===== src/rtl/wb_regfile_pkg.sv =====
// rtl/wb_regfile_pkg.sv - shared defaults, FSM encoding and counter width for wb_regfile
package wb_regfile_pkg;

  localparam int DATA_W_DEF    = 16;
  localparam int NREG_LOG2_DEF = 3;
  localparam int CNT_W         = 16;

  typedef enum logic {
    ST_RUN  = 1'b0,
    ST_HALT = 1'b1
  } wb_state_e;

endpackage


===== src/rtl/regfile_core.sv =====
// rtl/regfile_core.sv - register storage: one write port, two combinational read ports
// Ports:
//   clk, resetn          clock, synchronous active-low clear of every register
//   we, waddr, wdata     write port, applied at the rising edge
//   raddr1/2, rdata1/2   combinational read ports
module regfile_core
  import wb_regfile_pkg::*;
#(
  parameter int DATA_W    = DATA_W_DEF,
  parameter int NREG_LOG2 = NREG_LOG2_DEF
) (
  input  logic                 clk,
  input  logic                 resetn,
  input  logic                 we,
  input  logic [NREG_LOG2-1:0] waddr,
  input  logic [DATA_W-1:0]    wdata,
  input  logic [NREG_LOG2-1:0] raddr1,
  input  logic [NREG_LOG2-1:0] raddr2,
  output logic [DATA_W-1:0]    rdata1,
  output logic [DATA_W-1:0]    rdata2
);

  localparam int NREG = 1 << NREG_LOG2;

  logic [NREG-1:0][DATA_W-1:0] mem_q;
  logic [NREG-1:0][DATA_W-1:0] mem_d;

  always_comb begin
    mem_d = mem_q;
    if (we) begin
      mem_d[waddr] = wdata;
    end
  end

  always_ff @(posedge clk) begin
    if (!resetn) begin
      mem_q <= '0;
    end else begin
      mem_q <= mem_d;
    end
  end

  assign rdata1 = mem_q[raddr1];
  assign rdata2 = mem_q[raddr2];

endmodule


===== src/rtl/wb_regfile.sv =====
// rtl/wb_regfile.sv - writeback register file with RUN/HALT error FSM and commit counter
// Optional feature: define WB_REGFILE_BYPASS_EN to forward the committing value to
// a read port addressing the register being written in the same cycle.
// Ports:
//   clk, rst                          clock, synchronous active-low reset
//   memDataIn, aluResIn, MemToRegIn   writeback data sources and selector
//   writeRegIn, RegWriteIn,
//   writeRegValidIn, errIn            destination, write controls, pipeline error
//   read1RegSel/read2RegSel           read indices -> read1Data/read2Data
//   wbData                            selected writeback value (combinational)
//   commitCount, halted, errOut       committed-write count, HALT state, sticky error
module wb_regfile
  import wb_regfile_pkg::*;
#(
  parameter int DATA_W    = DATA_W_DEF,
  parameter int NREG_LOG2 = NREG_LOG2_DEF
) (
  input  logic                 clk,
  input  logic                 rst,
  input  logic [DATA_W-1:0]    memDataIn,
  input  logic [DATA_W-1:0]    aluResIn,
  input  logic [NREG_LOG2-1:0] writeRegIn,
  input  logic                 MemToRegIn,
  input  logic                 RegWriteIn,
  input  logic                 writeRegValidIn,
  input  logic                 errIn,
  input  logic [NREG_LOG2-1:0] read1RegSel,
  input  logic [NREG_LOG2-1:0] read2RegSel,
  output logic [DATA_W-1:0]    read1Data,
  output logic [DATA_W-1:0]    read2Data,
  output logic [DATA_W-1:0]    wbData,
  output logic [CNT_W-1:0]     commitCount,
  output logic                 halted,
  output logic                 errOut
);

  wb_state_e          state_q, state_d;
  logic               err_q, err_d;
  logic               halted_q, halted_d;
  logic [CNT_W-1:0]   cnt_q, cnt_d;
  logic               commit;
  logic [DATA_W-1:0]  core_rd1, core_rd2;

  assign wbData = MemToRegIn ? memDataIn : aluResIn;

  // The instruction carrying the error never commits.
  assign commit = RegWriteIn & writeRegValidIn & (state_q == ST_RUN) & ~errIn;

  regfile_core #(
    .DATA_W   (DATA_W),
    .NREG_LOG2(NREG_LOG2)
  ) u_core (
    .clk   (clk),
    .resetn(rst),
    .we    (commit),
    .waddr (writeRegIn),
    .wdata (wbData),
    .raddr1(read1RegSel),
    .raddr2(read2RegSel),
    .rdata1(core_rd1),
    .rdata2(core_rd2)
  );

`ifdef WB_REGFILE_BYPASS_EN
  assign read1Data = (commit && (read1RegSel == writeRegIn)) ? wbData : core_rd1;
  assign read2Data = (commit && (read2RegSel == writeRegIn)) ? wbData : core_rd2;
`else
  assign read1Data = core_rd1;
  assign read2Data = core_rd2;
`endif

  always_comb begin
    state_d  = state_q;
    err_d    = err_q;
    halted_d = halted_q;
    cnt_d    = cnt_q;
    if (commit) begin
      cnt_d = cnt_q + CNT_W'(1);
    end
    // HALT is absorbing; only reset leaves it.
    if ((state_q == ST_RUN) && errIn) begin
      state_d  = ST_HALT;
      err_d    = 1'b1;
      halted_d = 1'b1;
    end
  end

  always_ff @(posedge clk) begin
    if (!rst) begin
      state_q  <= ST_RUN;
      err_q    <= 1'b0;
      halted_q <= 1'b0;
      cnt_q    <= '0;
    end else begin
      state_q  <= state_d;
      err_q    <= err_d;
      halted_q <= halted_d;
      cnt_q    <= cnt_d;
    end
  end

  assign halted      = halted_q;
  assign errOut      = err_q;
  assign commitCount = cnt_q;

endmodule

===== config.mk =====
export PLATFORM = sky130hd
export DESIGN_NAME = wb_regfile
export DESIGN_NICKNAME = d
export VERILOG_FILES = /design/src/rtl/wb_regfile_pkg.sv /design/src/rtl/regfile_core.sv /design/src/rtl/wb_regfile.sv
export SDC_FILE = /design/constraint.sdc
export NUM_CORES = 1
export LEC_CHECK = 0
export ABC_AREA = 1
export CORE_MARGIN = 2
export CORE_UTILIZATION = 40
export DETAILED_ROUTE_END_ITERATION = 10
export GPL_TIMING_DRIVEN = 0
export HOLD_SLACK_MARGIN = 0.03
export PLACE_DENSITY = 0.7
export SYNTH_ARGS = -nofsm -noshare
export SYNTH_HDL_FRONTEND = slang
export SYNTH_HIERARCHICAL = 1
export SYNTH_SLANG_ARGS = --single-unit

===== constraint.sdc =====
create_clock -name clk -period 3.9 [get_ports clk]
set_input_delay 1.17 -clock clk [delete_from_list [all_inputs] [get_ports clk]]
set_output_delay 1.17 -clock clk [all_outputs]
set_load 0.005 [all_outputs]

Word-level counts from Yosys, hierarchy flattened
Index checks and enable logic that the tools add are counted.
{"block": "classes", "addsub": 1, "order_cmp": 4, "mux": 8, "bitwise_logic": 5, "n_reduce_logical": 2}
{"operator": "$bwmux 128", "n": 1}
{"operator": "$bmux 16 s3", "n": 2}
{"operator": "$mux 16", "n": 4}
{"operator": "$demux 16 s3", "n": 1}
{"operator": "$add 16x1->16 const B", "n": 1}
{"operator": "$lt 3x4->1 const B", "n": 3}
{"operator": "$and 1x1->1", "n": 3}
{"operator": "$ge 3x1->1 const B", "n": 1}
{"operator": "$logic_and 1x1->1", "n": 2}
{"operator": "$not 1->1", "n": 2}
{"block": "word_totals", "register_bits": 145, "output_inout_bits": 66, "wordCells": 30}

Logic depth before layout (Yosys ltp)
Gate-level depths: netlist (run 1).
{"block": "logic_depth", "depth_word": 5, "ltp_mapped": 10, "mapped_depth_nobuf": 9}

By module
Netlist (run 1), hierarchy kept.
{"module": "regfile_core", "instances": 1, "cells_each": 1293, "area_each_um2": 7404.6, "seq_area_each_um2": 2562.5}
{"module": "wb_regfile", "instances": 1, "cells_each": 153, "area_each_um2": 1118.6, "seq_area_each_um2": 340.3}

Worst setup path after synthesis (run 1)
Ideal clock, no wire load.
{"block": "synth_timing", "kind": "input port to output port", "from": "input port MemToRegIn", "to": "output port wbData[11]", "t_arrival_ns": 1.893, "t_required_ns": 2.730, "slack_ns": 0.837, "stages": 3, "path_buffers": 2, "path_cell_list": "buf_2 buf_4 mux2_2"}
{"block": "synth_between", "elab_chain_len": 1}
{"item": "start, declared", "line_no": "wb_regfile.sv:23", "rtl": "input logic MemToRegIn,"}
{"item": "$mux 16", "line_no": "wb_regfile.sv:44", "rtl": "assign wbData = MemToRegIn ? memDataIn : aluResIn;"}
{"item": "end, declared", "line_no": "wb_regfile.sv:31", "rtl": "output logic [DATA_W-1:0] wbData,"}
Every way passes these cells.

Worst setup path in the final report (run 1)
{"block": "layout_timing", "from": "input port read1RegSel[0]", "to": "output port read1Data[1]"}
{"block": "layout_between", "elab_chain_len": 2}
{"item": "start, declared", "line_no": "wb_regfile.sv:27", "rtl": "input logic [NREG_LOG2-1:0] read1RegSel,"}
{"item": "$bmux 16 s3", "line_no": "regfile_core.sv:43", "rtl": "assign rdata1 = mem_q[raddr1];"}
{"item": "$mux 16 (not written as such)", "line_no": "regfile_core.sv:43"}
{"item": "end, declared", "line_no": "wb_regfile.sv:29", "rtl": "output logic [DATA_W-1:0] read1Data,"}
Every way passes these cells. The select of a mux whose other input is x is not followed.

==> results of run 1 <==
[power by group]
| group | internal (µW) | total (µW) | switching (µW) | leakage (µW) |
|---|---|---|---|---|
| sequential | 1500 | 1500 | 8.71 | 0.00117 |
| combinational | 249 | 612 | 362 | 0.00360 |
| clock | 1080 | 1740 | 653 | 0.000297 |
| total | 2830 | 3850 | 1020 | 0.00507 |
[sequential cells by signal, summed over array words and instances, names as in the netlist]
| register | count |
|---|---|
| commitCount | 16 |
| errOut | 1 |
| u_core/mem_q | 128 |
[metal layers]
metal  share of wire, %  vias up  global-route usage (%)  wire length [µm]
li1                   -     4701                       -                 -
met1                 41     4313                    35.4             12500
met2                 45      468                    44.3             13700
met3                9.3       93                    5.09              2830
met4                4.5        0                    13.9              1390
met5                  0        -                       0                 0
[per-stage QoR]
step	utilization [%]	total power, µW	area (µm²)
floorplan	-	1850	8520
global placement	47.4	2110	9940
detailed placement	47.4	2120	9940
CTS	51.2	3860	10700
global route	51.4	3990	10800
finish	51.4	3850	10800
[layout by cell type (no fill, tap or decap), types with 2 or more instances in the layout]
cell,netlist,routed
a21oi_1,8,8
buf_1,2,2
buf_2,26,6
buf_4,3,20
buf_6,7,11
bufinv_16,0,4
clkbuf_1,36,20
clkbuf_16,0,17
clkbuf_2,6,13
clkbuf_4,0,10
clkbuf_8,0,5
clkdlybuf4s15_2,0,2
clkdlybuf4s50_1,0,96
clkinv_2,6,9
clkinv_4,0,2
dfxtp_1,145,145
dlymetal6s2s_1,0,8
inv_1,150,149
inv_2,9,8
inv_4,0,2
mux2_2,16,16
nand2_1,445,435
nand2_2,10,20
nand3_1,135,134
nand3_2,4,5
nand4_1,5,5
nor2_1,276,276
nor2_2,11,11
nor2_4,4,4
o21ai_0,130,130
o21ai_1,4,4
[area by class of cell]
class / instances / area [µm²]
Buffer: 80 / 548
Inverter: 165 / 632
Fill cell: 2213 / 10200
Clock inverter: 10 / 160
Timing Repair Buffer: 110 / 1110
Sequential cell: 145 / 2900
Tap cell: 275 / 344
Clock buffer: 21 / 450
Multi-Input combinational cell: 1056 / 4620
[worst max-delay path, cell delays in order]
cell             delay (ns)
clkdlybuf4s15_2        0.22
buf_6                  0.15
buf_4                  0.19
nand2_1                0.08
nand3_1                0.11
nand2_1                0.10
nand2_1                0.05
nand2_1                0.08
clkdlybuf4s50_1        0.56
[worst max-delay path by stage]
stage	start	to	depth (start not counted)
finish	read1RegSel[0]	read1Data[1]	9
CTS	read2RegSel[1]	read2Data[1]	8
global placement	read2RegSel[0]	read2Data[3]	9
global route	read2RegSel[0]	read2Data[6]	9
detailed placement	read1RegSel[0]	read1Data[5]	9
floorplan	MemToRegIn	wbData[11]	3
[cells by family (layout without fill, tap and decap cells)]
kind of cell / Yosys count / count (layout) / synth area share (%)
simple gates: 894 / 894 / 43.0
buf+inv: 245 / 386 / 12.1
flops: 145 / 145 / 34.1
compound gates: 144 / 144 / 8.50
mux: 16 / 16 / 2.11
fa+ha+maj: 1 / 1 / 0.147
xor+xnor: 1 / 1 / 0.103
[what timing repair did]
action,in CTS,in global routing
gates resized for setup,68,26
setup buffers,3,0
endpoints found under the setup margin,32,28
pin swaps,3,2
hold buffers,0,0
==> results by group, run 1 <==
Synthesis
  – Flops & latches, synth: around 150
  – Yosys top cell by area: dfxtp_1
  – Count leader, synth: nand2_1
  – Synthesized Nets: 1494
  – Top cells by area, synth: dfxtp_1 (34%), nand2_1 (20%), nor2_1 (12%)
  – Most used flip-flop cell after synthesis: dfxtp_1
  – Syn Inst Count: 1446
  – Synth cell types: 30
  – Post-Synthesis Cell Area: roughly 0.0085 mm²
  – YS warnings: 6
  – Async SR Flop Fraction: 0%
  – EDFF count, synth: 0
  – Post-synth top cells: nand2_1 (445), nor2_1 (276), inv_1 (150)
  – Post-synthesis sequential area ratio: 34.1%
  – Top-area cell type share of the netlist area: 34.1%
  – Synthesized area per cell: between 5 and 6 µm²

Timing
  – Worst Max-Slew Pin Slew: 0.711 ns
  – Final Cycle Share: 99.5%
  – Worst rel slew slack: 52.6%
  – Final hold violations: 0
  – Setup tns final: 0 ns
  – RSZ-0062 raised after global routing: no
  – Fin. max-slew vios: 0
  – Worst Skew: between 0.007 and 0.008 ns
  – Minimum clock period: between 3 and 4 ns
  – Final Setup Violations: 0
  – Max Freq: between 200 and 300 MHz
  – Fin worst setup slack: 0.0185 ns
  – Worst Hold Slack: 0.481 ns

Global route
  – Total track usage: 27.6%
  – Antenna violations before repair: 0
  – Vias in the first global route: 8730
  – First-pass GRT wire length: 47300 µm
  – Grt ovf: 0
  – Largest net degree at the start of global routing: 17

Setup path
  – Flop2flop setup slack: 2.17 ns
  – Startpoint types: primary input
  – Cells on worst reg2reg path: 9
  – Critical path required time: 2.73 ns
  – Worst EP arrival: 2.71 ns
  – Worst r2r src: errOut
  – RR Endpoint: u_core/mem_q[9]
  – Critical Path End Type: primary output
  – Setup CP Type: in2out
  – Crit Path Max Fanout: 10

Floorplanning
  – Die ar.: 0.0225 mm²
  – Site Rows: 53
  – DIE HEIGHT: 150 µm
  – Ports: 113
  – Core region area: 0.0210 mm²
  – Die W: around 150 µm
  – Initial Utilization: about two fifths

Route
  – Post-route ant nets: 0
  – Final WL: 30500 µm
  – First-pass iteration count of the detailed router: 6
  – Via count: 9575
  – 1st-iter DRT viols: 905
  – Via density: 5.14
  – Avg WL per Cell: 16.4 µm
  – DRC: 0

Placed design
  – Detail Placement HPWL: about 22000 µm
  – Pre-CTS setup slack: -0.571 ns
  – IO buf count: 107
  – GP Congestion: 0.939
  – Placed cells: 1828

Cells and area
  – Area growth from synthesis to layout: 26.4%
  – Share of cells above drive strength 1: 10.6%
  – Final non-filler cell total: 1862
  – Ant diodes: 0
  – Final net count: between 1500 and 2000

Clock tree
  – H-tree depth: 4
  – Clock sink count: 145
  – Cts bufs inserted: 17
  – Clk slew on worst S/H paths: ~0.06 ns
  – Max Buffers Root-to-Sink: 2
  – Clock latency on the worst-skew pair: 0.43 ns
  – CTS tree: done
  – Root Buffer: clkbuf_16

Min path
  – Hold Crit Start: u_core/mem_q[103]
  – Hold Path Sink: u_core/mem_q[103]
  – Class of the worst hold path: reg2reg
  – Worst Hold Depth: 2

Status
  – Status: complete, no violations

Power
  – Leakage power: between 0.005 and 0.006 µW
  – Power Density: 358 mW/mm²
  – VDD IR-drop max: roughly 0.00024 V

Flow run
  – Max cap viols: 0
No activity file was read; power rests on OpenSTA's default activity.
==> run 2, diff against run 1 <==
--- a/config.mk
+++ b/config.mk
@@ -6,6 +6,7 @@
 export NUM_CORES = 1
 export LEC_CHECK = 0
 export ABC_AREA = 1
+export ABC_CLOCK_PERIOD_IN_PS = 3900
 export CORE_MARGIN = 2
 export CORE_UTILIZATION = 40
 export DETAILED_ROUTE_END_ITERATION = 10
==> results of run 2 <==
Final layout, timing and power as in run 1 (identical DEF).
